File: src/rtl/hfg_window_scheduler.sv
// hfg_window_scheduler
// Steps a WIN x WIN detection window over an image in raster order. For each
// window position it enables the feature generator, waits for its verdict or a
// timeout, and then holds the enable low for a fixed gap before it moves on.
//
// Ports
//   iClk, iReset_n              clock (rising edge) and async active-low reset
//   iStart, iAbort              scan request (IDLE only) and immediate stop
//   iImg_width, iImg_height     image size in pixels, sampled at iStart
//   iStep                       window stride 1..7, sampled at iStart
//   iWin_done, iWin_face        end-of-window pulse and its face verdict
//   oRun                        level enable to the feature generator
//   oWin_x, oWin_y              top-left corner of the current window
//   oBusy                       high whenever the scheduler is not idle
//   oFace_valid                 pulse: face at oWin_x/oWin_y
//   oFace_count, oWin_count     per-scan counters (saturating / wrapping)
//   oTimeout                    sticky: a window ran out of time this scan
//   oErr, oDone                 pulses: start rejected / scan complete
module hfg_window_scheduler #(
    parameter int unsigned WIN         = 19,
    parameter int unsigned GAP_CYC     = 2,
    parameter int unsigned TIMEOUT_CYC = 8191
) (
    input  logic        iClk,
    input  logic        iReset_n,
    input  logic        iStart,
    input  logic        iAbort,
    input  logic [8:0]  iImg_width,
    input  logic [8:0]  iImg_height,
    input  logic [2:0]  iStep,
    input  logic        iWin_done,
    input  logic        iWin_face,
    output logic        oRun,
    output logic [8:0]  oWin_x,
    output logic [8:0]  oWin_y,
    output logic        oBusy,
    output logic        oFace_valid,
    output logic [7:0]  oFace_count,
    output logic [15:0] oWin_count,
    output logic        oTimeout,
    output logic        oErr,
    output logic        oDone
);

    typedef enum logic [2:0] {S_IDLE, S_LOAD, S_RUN, S_GAP, S_NEXT, S_DONE} state_t;

    localparam logic [9:0]  WIN10    = 10'(WIN);
    localparam logic [13:0] TMO_LAST = 14'(TIMEOUT_CYC - 1);
    // NEXT is itself an oRun-low cycle, so GAP lasts one cycle fewer than
    // GAP_CYC to make the total low time between windows equal GAP_CYC.
    localparam int unsigned GAP_ST   = (GAP_CYC > 1) ? GAP_CYC - 1 : 1;
    localparam logic [3:0]  GAP_LAST = 4'(GAP_ST - 1);

    state_t      r_state, w_state_nxt;
    logic [8:0]  r_width, r_height, w_width, w_height;
    logic [2:0]  r_step, w_step;
    logic [13:0] r_timer, w_timer;
    logic [3:0]  r_gap, w_gap;

    logic        w_run, w_busy, w_face_valid, w_timeout_flag, w_err, w_done;
    logic [8:0]  w_x, w_y;
    logic [7:0]  w_face_count;
    logic [15:0] w_win_count;

    logic        w_start_ok, w_abort, w_tmo, w_fit_x, w_fit_y;

    assign w_start_ok = ({1'b0, iImg_width} >= WIN10) && ({1'b0, iImg_height} >= WIN10)
                        && (iStep != 3'd0);
    assign w_abort    = iAbort && (r_state != S_IDLE);
    assign w_tmo      = (r_timer == TMO_LAST);
    // 10-bit sums: 511 + 7 + WIN cannot wrap.
    assign w_fit_x    = ({1'b0, oWin_x} + {7'd0, r_step} + WIN10) <= {1'b0, r_width};
    assign w_fit_y    = ({1'b0, oWin_y} + {7'd0, r_step} + WIN10) <= {1'b0, r_height};

    always_ff @(posedge iClk or negedge iReset_n) begin
        if (!iReset_n) begin
            r_state     <= S_IDLE;
            r_width     <= '0;
            r_height    <= '0;
            r_step      <= '0;
            r_timer     <= '0;
            r_gap       <= '0;
            oRun        <= 1'b0;
            oBusy       <= 1'b0;
            oFace_valid <= 1'b0;
            oTimeout    <= 1'b0;
            oErr        <= 1'b0;
            oDone       <= 1'b0;
            oWin_x      <= '0;
            oWin_y      <= '0;
            oFace_count <= '0;
            oWin_count  <= '0;
        end else begin
            r_state     <= w_state_nxt;
            r_width     <= w_width;
            r_height    <= w_height;
            r_step      <= w_step;
            r_timer     <= w_timer;
            r_gap       <= w_gap;
            oRun        <= w_run;
            oBusy       <= w_busy;
            oFace_valid <= w_face_valid;
            oTimeout    <= w_timeout_flag;
            oErr        <= w_err;
            oDone       <= w_done;
            oWin_x      <= w_x;
            oWin_y      <= w_y;
            oFace_count <= w_face_count;
            oWin_count  <= w_win_count;
        end
    end

    always_comb begin
        w_state_nxt = r_state;
        if (w_abort) begin
            w_state_nxt = S_IDLE;
        end else begin
            case (r_state)
                S_IDLE:  if (iStart && w_start_ok) w_state_nxt = S_LOAD;
                S_LOAD:  w_state_nxt = S_RUN;
                S_RUN:   if (iWin_done || w_tmo) w_state_nxt = S_GAP;
                S_GAP:   if (r_gap == GAP_LAST) w_state_nxt = S_NEXT;
                S_NEXT:  w_state_nxt = (w_fit_x || w_fit_y) ? S_RUN : S_DONE;
                S_DONE:  w_state_nxt = S_IDLE;
                default: w_state_nxt = S_IDLE;
            endcase
        end
    end

    always_comb begin
        w_width        = r_width;
        w_height       = r_height;
        w_step         = r_step;
        w_timer        = r_timer;
        w_gap          = r_gap;
        w_run          = oRun;
        w_busy         = (w_state_nxt != S_IDLE);
        w_face_valid   = 1'b0;
        w_timeout_flag = oTimeout;
        w_err          = 1'b0;
        w_done         = 1'b0;
        w_x            = oWin_x;
        w_y            = oWin_y;
        w_face_count   = oFace_count;
        w_win_count    = oWin_count;
        if (w_abort) begin
            w_run = 1'b0;
        end else begin
            case (r_state)
                S_IDLE: begin
                    if (iStart) begin
                        if (w_start_ok) begin
                            w_width        = iImg_width;
                            w_height       = iImg_height;
                            w_step         = iStep;
                            w_x            = '0;
                            w_y            = '0;
                            w_face_count   = '0;
                            w_win_count    = '0;
                            w_timeout_flag = 1'b0;
                        end else begin
                            w_err = 1'b1;
                        end
                    end
                end
                S_LOAD: begin
                    w_run   = 1'b1;
                    w_timer = '0;
                end
                S_RUN: begin
                    w_timer = r_timer + 14'd1;
                    if (iWin_done) begin
                        w_run       = 1'b0;
                        w_gap       = '0;
                        w_win_count = oWin_count + 16'd1;
                        if (iWin_face) begin
                            w_face_valid = 1'b1;
                            if (oFace_count != 8'hFF) w_face_count = oFace_count + 8'd1;
                        end
                    end else if (w_tmo) begin
                        w_run          = 1'b0;
                        w_gap          = '0;
                        w_timeout_flag = 1'b1;
                        w_win_count    = oWin_count + 16'd1;
                    end
                end
                S_GAP: begin
                    if (r_gap != GAP_LAST) w_gap = r_gap + 4'd1;
                end
                S_NEXT: begin
                    w_timer = '0;
                    if (w_fit_x) begin
                        w_x   = oWin_x + {6'd0, r_step};
                        w_run = 1'b1;
                    end else if (w_fit_y) begin
                        w_x   = '0;
                        w_y   = oWin_y + {6'd0, r_step};
                        w_run = 1'b1;
                    end else begin
                        w_done = 1'b1;
                    end
                end
                default: ;
            endcase
        end
    end

endmodule

File: config.mk
export PLATFORM = sky130hd
export DESIGN_NAME = hfg_window_scheduler
export DESIGN_NICKNAME = d
export VERILOG_FILES = /design/src/rtl/hfg_window_scheduler.sv
export SDC_FILE = /design/constraint.sdc
export NUM_CORES = 1
export LEC_CHECK = 0
export ABC_AREA = 1
export BUFFER_PORTS_ARGS = -buffer_cell sky130_fd_sc_hd__buf_2
export CAP_MARGIN = 20
export CORE_MARGIN = 4
export CORE_UTILIZATION = 59
export CTS_CLUSTER_SIZE = 20
export DETAILED_ROUTE_END_ITERATION = 10
export HOLD_SLACK_MARGIN = 0.1
export PLACE_DENSITY = 0.88
export SYNTH_ARGS = -nofsm -noshare
export SYNTH_HDL_FRONTEND = slang
export SYNTH_SLANG_ARGS = --single-unit
File: constraint.sdc
create_clock -name iClk -period 4.35 [get_ports iClk]
set_input_delay 0.435 -clock iClk [delete_from_list [all_inputs] [get_ports iClk]]
set_output_delay 0.435 -clock iClk [all_outputs]
set_load 0.02 [all_outputs]
# Word level (Yosys, flattened, before mapping)
# Index checks and enable logic that the tools add are counted.
dict set report op_classes {
  n_addsub 10
  n_lt_le_gt_ge 4
  n_eq_ne 20
  n_mux 53
  n_bitwise 1
  n_reduce_logical 27
}
# operator count
set op_table {}
lappend op_table {{$mux 16} 4}
lappend op_table {{$mux 9} 6}
lappend op_table {{$mux 8} 5}
lappend op_table {{$pmux 9 s2} 2}
lappend op_table {{$pmux 16 s2} 1}
lappend op_table {{$pmux 14 s2} 1}
lappend op_table {{$mux 1} 21}
lappend op_table {{$add 10x5->10 const B} 2}
lappend op_table {{$add 9x3->10} 2}
lappend op_table {{$le 10x9->1} 2}
lappend op_table {{$ne 2x2->1 const B} 10}
lappend op_table {{$add 9x3->9} 2}
lappend op_table {{$ge 9x5->1 const B} 2}
lappend op_table {{$add 16x1->16 const B} 1}
lappend op_table {{$pmux 8 s2} 1}
lappend op_table {{$mux 3} 5}
lappend op_table {{$pmux 3 s5} 1}
lappend op_table {{$add 14x1->14 const B} 1}
lappend op_table {{$eq 14x13->1 const B} 1}
lappend op_table {{$mux 4} 3}
lappend op_table {{$reduce_and 6->1} 2}
lappend op_table {{$reduce_and 5->1} 2}
lappend op_table {{$reduce_bool 3->1} 3}
lappend op_table {{$add 8x1->8 const B} 1}
lappend op_table {{other kinds (22)} 34}
dict set report totals {
  ff_bits 90
  input_bits 27
  out_inout_bits 48
  wordCells 131
}

# Depth between registers and ports, before layout
# Gate-level depths: netlist of the first run.
dict set report depth {
  ltp_word 8
  ltp_mapped 28
  depth_no_buf 27
}

# Least setup slack after synthesis of the first run
# OpenSTA, ideal clock, no wires.
dict set report synth_path {
  kind {register -> register}
  from {register oWin_x[2]}
  to {register oWin_x[4]}
  setup_time_ns 0.119
  t_arrival_ns 3.130
  t_required_ns 4.231
  setup_slack_ns 1.101
  path_stages_with_launch 27
  path_buffers 1
  synth_period_minus_slack_ns 3.249
  cell_sequence {dfrtp_1 > ha_1 > or2_2 > inv_1 > nor2_1 > ha_1 > inv_1 > nand2_2 > nand2_2 > a21oi_4 > xnor2_1 > ha_1 > nand2_1 > nor2_1 > nand2_1 > nand3_1 > nand2_1 > nand2_1 > nand2_1 > nand2_1 > nand2_1 > nand2_4 > nand2_4 > nand2_8 > buf_12 > nand2_1 > o21ai_2}
}
dict set report synth_between {
  elab_chain_cells 5
  elab_cells_between_ends 8
  cone_classes {3 x add/sub; 1 x order compare; 1 x eq/ne; 2 x mux; 1 x reduce/logical}
}
# item line_no
set synth_rtl {}
lappend synth_rtl {{from (decl)} 34} ;# output logic [8:0] oWin_x,
lappend synth_rtl {{from (signal assigned)} 106} ;# oWin_x <= w_x;
lappend synth_rtl {{$add 9x3->10} 72} ;# assign w_fit_x = ({1'b0, oWin_x} + {7'd0, r_step} + WIN10) <= {1'b0, r_width};
lappend synth_rtl {{$add 10x5->10} 72}
lappend synth_rtl {{$le 10x9->1} 72}
lappend synth_rtl {{$ne 3x3->1 (no line) / $mux 9 (equally long branches)} --}
lappend synth_rtl {{$reduce_and 5->1 (no line) / $pmux 9 s2 (equally long branches)} --}
# Several ways; a longest one is shown, not always the timed one.
# A chain may end at the register's enable or synchronous reset.

# Final worst setup path of the first run
dict set report layout_path {
  from {register oWin_x[2]}
  to {register oWin_y[5]}
}
dict set report layout_between {
  elab_chain_cells 5
}
# item line_no
set layout_rtl {}
lappend layout_rtl {{$add 9x3->10} 72}
lappend layout_rtl {{$add 10x5->10} 72}
lappend layout_rtl {{$le 10x9->1} 72}
lappend layout_rtl {{$ne 2x2->1 (no line)} --}
lappend layout_rtl {{$reduce_and 6->1 (no line)} --}
lappend layout_rtl {{to (signal assigned)} 107} ;# oWin_y <= w_y;
lappend layout_rtl {{to (decl)} 35} ;# output logic [8:0] oWin_y,
# Every way passes these cells.

==> metrics.md, run 1 <==
| Metric | Value |
|---|---|
| Row cnt | `36` |
| Initial antenna violation count | `0` |
| Sequential share of the synthesized area | `37.7%` |
| Leakage | `0.00343 uW` |
| Cell Pwr Density | `472 mW/mm2` |
| First-pass GRT wire length | `21.8 mm` |
| Cts hold-fix bufs | `1` |
| Sw Share | `45.1%` |
| Fin. max-slew vios | `0` |
| Post-synth ARST share | `100%` |
| Top cells by count, synth | `nand2_1, inv_1, dfrtp_1` |
| Max-Slew Margin vs Limit | `51.4%` |
| Initial drt markers | `271` |
| Most used DFF post-synth | `dfrtp_1` |
| Min-delay worst type | `primary input to flop` |
| Required @ worst endpoint | `4.62 ns` |
| Clock power share | `17.3%` |
| Hold Fails Final Rpt | `0` |
| Clock Sinks | `90` |
| Psw | `1400 uW` |
| Mean post-synth cell area | `7.84 um2` |
| Most frequent cell after synthesis | `nand2_1` |
| Max_cap viols | `0` |
| Nets | `905` |
| Total GRT Usage | `23.0%` |
| Netlist cell types | `42` |
| Final min period | `3.69 ns` |
| Vias per inst | `5.32` |
| Post-CTS Setup Bufs | `0` |
| Share of post-route cells with drive strength above 1 | `16.1%` |
| Diode count | `0` |
| Mapped Area | `0.00597 mm2` |
| VDD IR max | `226 uV` |
| Slew @ Worst Pin | `0.728 ns` |
| Detailed Place HPWL | `9.63 mm` |
| Post-synth net total | `834` |
| Startpoint types | `flop` |
| Fin crit share | `84.8%` |
| Status | `finished clean` |
| Comb power frac | `46.5%` |
| Ys Warns | `0` |
| Largest area contributor in the netlist | `dfrtp_1` |
| RD Place Congestion | `0.898` |
| Root Driver | `clkbuf_8` |
| Post-cts sizing count | `0` |
| Unrepaired setup endpoints after global routing | `no` |
| Crit Path Class | `flop to flop` |
| Area of the die | `0.0118 mm2` |
| Die width | `109 um` |
| Number of enable flip-flop cells after synthesis | `0` |
| Setup crit end kind | `flop` |
| Worst path arrival time | `3.96 ns` |
| Final setup violation count | `0` |
| Clock buffer depth | `2` |
| Avg WL per Cell | `13.1 um` |
| Latest clock arrival within the worst-skew pair | `0.37 ns` |
| Internal power | `1710 uW` |
| Final ANT Viol Nets | `0` |
| Register clock-pin slew on the reported worst setup and hold paths | `0.09 ns` |
| Ports | `75` |
| DR DRC count | `0` |
| Final TNS setup | `0 ns` |
| Number of global-route vias before repair | `4915` |
| CTS tree | `yes` |
| CP max FO | `12` |
| Area share of the largest cell type after synthesis | `37.7%` |
| Pwr Total | `3110 uW` |
| TritonCTS Buffers | `9` |
| Die Ht | `109 um` |
| Worst Clk Skew | `0.00749 ns` |
| GR Overflow Total | `0` |
| DRT Pass-1 Iters | `5` |
| Synth top area cells | `dfrtp_1, nand2_1, ha_1` |
| Port buffer count | `74` |
| Core footprint | `0.00982 mm2` |
| Htree depth | `3` |
| Post-synthesis instance total | `761` |
| Flop pwr share | `36.1%` |
| Initial Utilization | `60.8%` |
| Drt total wl | `12.7 mm` |
| Synthesis-to-layout area growth | `10.6%` |
| Yosys reg bits | `90` |
| Top achievable clock speed | `0.271 GHz` |
| Via count | `5157` |
| Largest net degree at the start of global routing | `47` |
-- path summary, 6_finish.rpt --
check / slack (ns) / depth (start not counted) / end / from
min reg2reg: 0.49 / 2 / r_width[0] / r_width[0]
min: 0.28 / 3 / r_width[3] / iImg_width[3]
min in group asynchronous: 0.59 / 2 / r_width[5] / iReset_n
max: 0.66 / 24 / oWin_y[5] / oWin_x[2]
max in group asynchronous: 2.78 / 3 / r_timer[3] / iReset_n
max reg2reg: 0.66 / 24 / oWin_y[5] / oWin_x[2]
-- state kept, by name, indices dropped and copies added, names as in the netlist --
name and cells:
r_height 9, oWin_x 9, oFace_count 8, r_timer 14
oBusy 1, r_state 3, oRun 1, r_width 9
oErr 1, r_step 3, oWin_count 16, oWin_y 9
r_gap 4, oTimeout 1, oDone 1, oFace_valid 1
-- layer usage --
metal | vias up | wire length (um) | GRT usage, %
met3 | 29 | 523 | 3.04
met2 | 114 | 6010 | 38.0
met1 | 2406 | 5860 | 30.1
met4 | 0 | 333 | 10.2
met5 | - | 0 | 0
li1 | 2608 | - | -
-- layout by cell type, fill, tap and decap left out, types with 3 or more instances in the layout --
| cell type | n |
|---|---|
| a21oi_1 | 17 |
| a31oi_1 | 4 |
| buf_2 | 73 |
| buf_4 | 4 |
| clkbuf_8 | 10 |
| dfrtp_1 | 90 |
| ha_1 | 44 |
| inv_1 | 105 |
| inv_2 | 4 |
| nand2_1 | 181 |
| nand2_2 | 11 |
| nand3_1 | 41 |
| nand3_2 | 3 |
| nand4_1 | 22 |
| nor2_1 | 59 |
| nor2_2 | 6 |
| nor3_1 | 20 |
| nor3b_1 | 5 |
| o21ai_0 | 34 |
| o21ai_1 | 3 |
| o21ai_2 | 9 |
| o31ai_1 | 17 |
| or2_2 | 5 |
| xnor2_1 | 12 |
| xor2_1 | 32 |
-- per-stage QoR --
| stage | hold slack (ns) | worst slack (ns) | cells | instance area (um2) | util [%] |
|---|---|---|---|---|---|
| 6_report | 0.285 | 0.661 | 970 | 6600 | 67.3 |
| 5_1_grt | 0.291 | 0.308 | 970 | 6600 | 67.3 |
| 4_1_cts | 0.273 | 0.686 | 970 | 6600 | 67.3 |
| 3_5_place_dp | 0.469 | 0.690 | 953 | 6420 | 65.3 |
| 3_3_place_gp | 0.465 | 0.819 | 953 | 6420 | 65.3 |
| 2_1_floorplan | 0.139 | 1.10 | 761 | 5970 | - |
-- power groups by stage --
stage | registers [uW] | logic [uW] | clock network, uW
global placement | 1140 | 1400 | 0
finish | 1120 | 1450 | 539
global route | 1150 | 1680 | 578
CTS | 1120 | 1460 | 548
detailed placement | 1140 | 1440 | 0
floorplan | 1170 | 1110 | 0
-- cell type report --
type	instances	area, um2
clock buffers	11	141
well taps	133	166
fillers	828	3220
flip-flops and latches	90	2250
inverters	109	409
clock inverters	5	36.3
repair buffers	78	405
multi-input cells	544	3190
-- critical path: stages (launching register included) --
cell and delay [ns]:
dfrtp_1 0.41, ha_1 0.40, or2_2 0.34, inv_1 0.06, nor2_1 0.04, ha_1 0.18, inv_1 0.06, nand2_2 0.06
nand2_2 0.08, a21oi_4 0.06, xnor2_1 0.13, ha_1 0.29, nand2_1 0.06, nor2_1 0.14, nand2_1 0.07, nand3_1 0.06
nand2_1 0.05, nand2_1 0.05, nand2_1 0.04, nand2_1 0.05, nand2_1 0.09, nand3_1 0.38, nand3_2 0.29, nand2_1 0.13
nand2_1 0.05
-- cells by family after synthesis --
family | synth area share [%]
DFF | 37.7
AOI/OAI and AO/OA | 10.3
xor gates and xnor gates | 6.46
and+or+nand+nor | 26.9
buffers and inverters | 8.80
adders and majority gates | 9.90
Power figures use the tool's default switching activity.
==> inputs of run 2 (changes only) <==
Clock period 4.35 ns to 3.6 ns, I/O delays scaled along.
==> run 2 against run 1 <==
  * Die area unchanged
  * Fmax increased by 6.7%
  * Power up 26%
  * Routed wire length grew 8.5%
  * Clock power grew 12%
  * Non-clock buffer count rose by 14
  * Largest power group unchanged
  * Critical path depth shrank 1
  * Clock-buffer cell count stayed put
==> metrics.md, run 2 (synthesized netlist as in run 1, its figures left out) <==
| Metric | Value |
|---|---|
| CP max FO | `7` |
| Area of the die | `0.0118 mm2` |
| Synthesis-to-layout area growth | `13.6%` |
| Vias per inst | `5.39` |
| Die width | `109 um` |
| Leakage | `0.00347 uW` |
| Final setup violation count | `0` |
| Htree depth | `3` |
| Slew @ Worst Pin | `0.835 ns` |
| Internal power | `2120 uW` |
| Comb power frac | `49.7%` |
| VDD IR max | `267 uV` |
| Clock power share | `15.4%` |
| DR DRC count | `0` |
| Worst Clk Skew | `0.00652 ns` |
| Ports | `75` |
| Flop pwr share | `34.9%` |
| Row cnt | `36` |
| CTS tree | `yes` |
| Nets | `920` |
| Status | `finished clean` |
| Most frequent cells in the layout | `nand2_1, inv_1, dfrtp_1` |
| DRT Pass-1 Iters | `6` |
| Share of post-route cells with drive strength above 1 | `18.7%` |
| Die Ht | `109 um` |
| Core footprint | `0.00982 mm2` |
| FILL cells | `803` |
| Fin. max-slew vios | `0` |
| Latest clock arrival within the worst-skew pair | `0.37 ns` |
| Crit Path Class | `flop to flop` |
| Startpoint types | `flop` |
| Max_cap viols | `0` |
| Min-delay worst type | `primary input to asynchronous set/reset pin` |
| RD Place Congestion | `0.892` |
| Fin crit share | `96.0%` |
| Largest register FFs | `16` |
| Final min period | `3.46 ns` |
| Initial drt markers | `421` |
| Multi-input combinational cell area | `0.00327 mm2` |
| Max-Slew Margin vs Limit | `44.3%` |
| TritonCTS Buffers | `9` |
| Drt total wl | `13.8 mm` |
| Register Area | `0.00225 mm2` |
| Setup crit end kind | `flop` |
| Required @ worst endpoint | `3.89 ns` |
| Final TNS setup | `0 ns` |
| Hold Fails Final Rpt | `0` |
| Diode count | `0` |
| Cts hold-fix bufs | `0` |
| Fin util | `69.0%` |
| First-pass GRT wire length | `22.5 mm` |
| Clock Sinks | `90` |
| Final WS setup | `0.144 ns` |
| Total GRT Usage | `23.9%` |
| Number of global-route vias before repair | `5003` |
| Initial Utilization | `60.8%` |
| Clock buffer depth | `2` |
| Psw | `1800 uW` |
| Top reg by flops | `oWin_count` |
| Cell Pwr Density | `578 mW/mm2` |
| Biggest regs | `oWin_count (16), r_timer (14)` |
| Largest net degree at the start of global routing | `66` |
| DP Worst Slack | `0.164 ns` |
| Detailed Place HPWL | `9.94 mm` |
| Avg WL per Cell | `14.0 um` |
| Sw Share | `46.0%` |
| Via count | `5305` |
| Commonest non-fill, non-tap cell in the layout | `nand2_1` |
| Initial antenna violation count | `0` |
| GR Overflow Total | `0` |
| Top achievable clock speed | `0.289 GHz` |
| Root Driver | `clkbuf_8` |
| Register clock-pin slew on the reported worst setup and hold paths | `0.08 ns` |
| Worst path arrival time | `3.75 ns` |
| Final ANT Viol Nets | `0` |
| Port buffer count | `74` |
[run 2: cell count changes in the layout (fill, tap and decap cells not counted), moves of 2 or more]
cell     previous run  this run
buf_4               4        18
ha_1               44        42
ha_4                0         2
inv_6               2         0
nand2_1           181       179
nand2_2            11        13
nor2_1             59        57
nor2_2              6         8
[run 2: area by class of cell]
cell class | count | area share [%]
multi-input combinational | 545 | 48.2
sequential | 90 | 33.2
timing repair buffer | 92 | 7.68
inverter | 109 | 6.04
tap | 133 | 2.46
clock buffer | 11 | 1.94
clock inverter | 4 | 0.443
[run 2: metal layers]
layer / vias to the layer above / routed length (um) / GRT usage (%)
met5: - / 0 / 0
met4: 0 / 266 / 8.48
met3: 23 / 596 / 5.07
met2: 117 / 6710 / 39.4
met1: 2523 / 6230 / 31.3
li1: 2642 / - / -
[run 2: path summary, 6_finish.rpt]
kind	start	endpoint	slack, ns	cells after the start
setup reg to reg	r_step[2]	oDone	0.14	23
hold reg to reg	r_width[0]	r_width[0]	0.49	2
max in group asynchronous	iReset_n	oWin_count[3]	2.79	2
hold / removal	iReset_n	r_width[6]	0.07	1
setup / recovery	r_step[2]	oDone	0.14	23
min in group iClk	iImg_width[1]	r_width[1]	0.21	3
[run 2: critical path, stage by stage (launching register included)]
cell and delay (ns):
dfrtp_2 0.46, ha_4 0.23, or2_2 0.31, inv_1 0.06, nor2_1 0.04, ha_1 0.18
inv_1 0.07, nand2_2 0.07, nand2_1 0.07, a21oi_1 0.08, xnor2_1 0.15, ha_1 0.32
nand2_1 0.09, nor2_2 0.14, nand2_1 0.08, nand3_1 0.07, nand2_1 0.05, nand2_1 0.08
nand2_2 0.08, a21oi_4 0.21, nand2_8 0.11, buf_4 0.18, buf_4 0.13, nor2_1 0.11
[run 2: stage by stage]
step	hold slack, ns	instance area [um2]	cells	power, uW
after global routing	0.136	6780	984	4270
after detailed placement	0.468	6480	961	3180
after CTS	0.106	6640	976	3800
after floorplan	0.0644	5970	761	2750
final	0.0739	6780	984	3920
after global placement	0.465	6480	961	3110
[run 2: what timing repair did]
item,in CTS,in global routing
resized for setup,0,14
setup endpoints to repair,0,19
setup buffers,0,7
[run 2: power groups by stage]
| stage | logic, uW | registers [uW] | clock network, uW |
|---|---|---|---|
| after detailed placement | 1810 | 1370 | 0 |
| after global placement | 1740 | 1360 | 0 |
| after CTS | 1830 | 1350 | 617 |
| after global routing | 2220 | 1390 | 659 |
| final | 1950 | 1370 | 604 |
| after floorplan | 1340 | 1410 | 0 |
==> inputs of run 3 (changes only) <==
Clock period 3.6 ns to 3.4 ns, I/O delays scaled along.
==> run 3 against run 2 <==
  * Routed wire length grew 6.0%
  * Fmax grew 3.5%
  * Via count grew 2.8%
  * Cell area grew 2.4%
  * Utilization grew 1.6 points
  * Die area is the same
  * Clock-buffer cell count is the same
  * Worst hold slack lost 0.0072 ns
==> metrics.md, run 3 (synthesized netlist as in run 1, its figures left out) <==
| Metric | Value |
|---|---|
| Status | `finished clean` |
| Comb power frac | `50.8%` |
| Post-DP Area | `0.00651 mm2` |
| R2r worst-path depth | `26` |
| Worst path arrival time | `3.61 ns` |
| Via count | `5454` |
| Largest register FFs | `16` |
| Delay-heaviest family, CP | `simple AND/OR/NAND/NOR gates` |
| CP endpoint | `oWin_y[6]` |
| Synthesis-to-layout area growth | `16.3%` |
| Diode count | `0` |
| WP buf/inv | `4` |
| Startpoint types | `flop` |
| GR Overflow Total | `0` |
| CP max FO | `7` |
| Largest net degree at the start of global routing | `72` |
| Flop pwr share | `33.3%` |
| Clock buffer depth | `2` |
| Die width | `109 um` |
| CTS tree | `yes` |
| Share of post-route cells with drive strength above 1 | `22.6%` |
| RD Place Congestion | `0.906` |
| Top achievable clock speed | `0.299 GHz` |
| VDD IR max | `302 uV` |
| Ports | `75` |
| Nets | `929` |
| Worst setup path start | `r_step[2]` |
| Number of global-route vias before repair | `4969` |
| Initial antenna violation count | `0` |
| Avg WL per Cell | `14.7 um` |
| Worst Clk Skew | `0.0178 ns` |
| Final WS setup | `0.0605 ns` |
| Post-route cell area | `0.00694 mm2` |
| DP Worst Slack | `-0.0395 ns` |
| Leakage | `0.00356 uW` |
| Worst R2R End | `oWin_y[6]` |
| Core footprint | `0.00982 mm2` |
| Largest stage delay on the critical path | `0.48 ns` |
| Root Driver | `clkbuf_8` |
| Unrepaired setup endpoints after global routing | `yes` |
| TritonCTS Buffers | `9` |
| First-pass GRT wire length | `22.7 mm` |
| Detailed Place HPWL | `10.0 mm` |
| Internal power | `2330 uW` |
| Clock Sinks | `90` |
| Fin. max-slew vios | `0` |
| Area of the die | `0.0118 mm2` |
| Drt total wl | `14.6 mm` |
| Top reg by flops | `oWin_count` |
| Min-delay worst type | `primary input to asynchronous set/reset pin` |
| Cell Pwr Density | `625 mW/mm2` |
| DRT Pass-1 Iters | `7` |
| Port buffer count | `74` |
| Sw Share | `46.2%` |
| Worst R2R Start | `r_step[2]` |
| Most frequent cells in the layout | `nand2_1, inv_1, dfrtp_1` |
| Required @ worst endpoint | `3.67 ns` |
| Initial drt markers | `398` |
| Psw | `2010 uW` |
| Htree depth | `3` |
| Biggest regs | `oWin_count (16), r_timer (14)` |
| Row cnt | `36` |
| Latest clock arrival within the worst-skew pair | `0.38 ns` |
| Crit Path Class | `flop to flop` |
| Slew @ Worst Pin | `0.958 ns` |
| Setup crit end kind | `flop` |
| Max_cap viols | `0` |
| Clock power share | `15.9%` |
| Vias per inst | `5.49` |
| Hold Fails Final Rpt | `0` |
| DR DRC count | `0` |
| Commonest non-fill, non-tap cell in the layout | `nand2_1` |
| Total GRT Usage | `24.0%` |
| Register clock-pin slew on the reported worst setup and hold paths | `0.09 ns` |
| Initial Utilization | `60.8%` |
| Die Ht | `109 um` |
| Max-Slew Margin vs Limit | `36.1%` |
| Fin crit share | `98.2%` |
| Worst reg2reg setup slack | `0.06 ns` |
| Final min period | `3.34 ns` |
| Crit path depth | `26` |
| Final setup violation count | `0` |
| Slowest cell on crit path | `dfrtp_2` |
| Final ANT Viol Nets | `0` |
| Cts hold-fix bufs | `0` |
run 3: cell count changes in the layout (fill, tap and decap cells not counted), moves of 3 or more:
cell | previous run | this run
nand2_2 | 13 | 24
buf_4 | 18 | 25
inv_2 | 5 | 9
inv_1 | 104 | 100
nand2_1 | 179 | 166
nand2_4 | 2 | 5
run 3: worst min-delay path by stage:
stage	slack [ns]	cells past startpoint	start	end
after floorplan	0.04	0	iReset_n	oBusy
after global placement	0.47	2	r_width[0]	r_width[0]
after detailed placement	0.47	2	r_height[0]	r_height[0]
after CTS	0.12	1	iReset_n	r_width[5]
after global routing	0.17	1	iReset_n	r_width[5]
final	0.07	1	iReset_n	r_width[4]
run 3: stage by stage:
step / setup TNS (ns) / hold slack (ns) / total power, uW / std cells / utilization, %
after global routing: -2.01 / 0.167 / 4670 / 994 / 70.7
after CTS: 0 / 0.117 / 4090 / 981 / 68.3
after global placement: 0 / 0.467 / 3290 / 965 / 66.3
after detailed placement: -0.168 / 0.470 / 3370 / 965 / 66.3
final: 0 / 0.0668 / 4340 / 994 / 70.7
after floorplan: 0 / 0.0444 / 2920 / 761 / -
run 3: timing repair:
item                       CTS  global route
pin swaps                    0            20
gates resized for setup      3            40
hold endpoints to repair     0             0
setup endpoints to repair    9            24
cloned                       0             3
setup buffers                0            10
run 3: power groups by stage:
stage	Sequential, uW	Clock (uW)	Combinational (uW)
after floorplan	1500	0	1420
after global placement	1440	0	1850
after detailed placement	1450	0	1920
after CTS	1430	694	1960
after global routing	1470	741	2460
final	1450	688	2200
run 3: layout make-up:
class / count / area [um2]
clock buffer: 11 / 141
clock inverter: 5 / 36.3
fill: 798 / 2880
inverter: 109 / 409
multi-input combinational: 547 / 3370
sequential: 90 / 2250
tap: 133 / 166
timing repair buffer: 99 / 564
run 3: layer usage:
metal / GRT usage [%] / wire length, um / vias to the layer above
li1: - / - / 2653
met1: 31.5 / 6250 / 2589
met2: 40.4 / 7220 / 170
met3: 3.28 / 748 / 42
met4: 9.29 / 413 / 0
met5: 0 / 0 / -
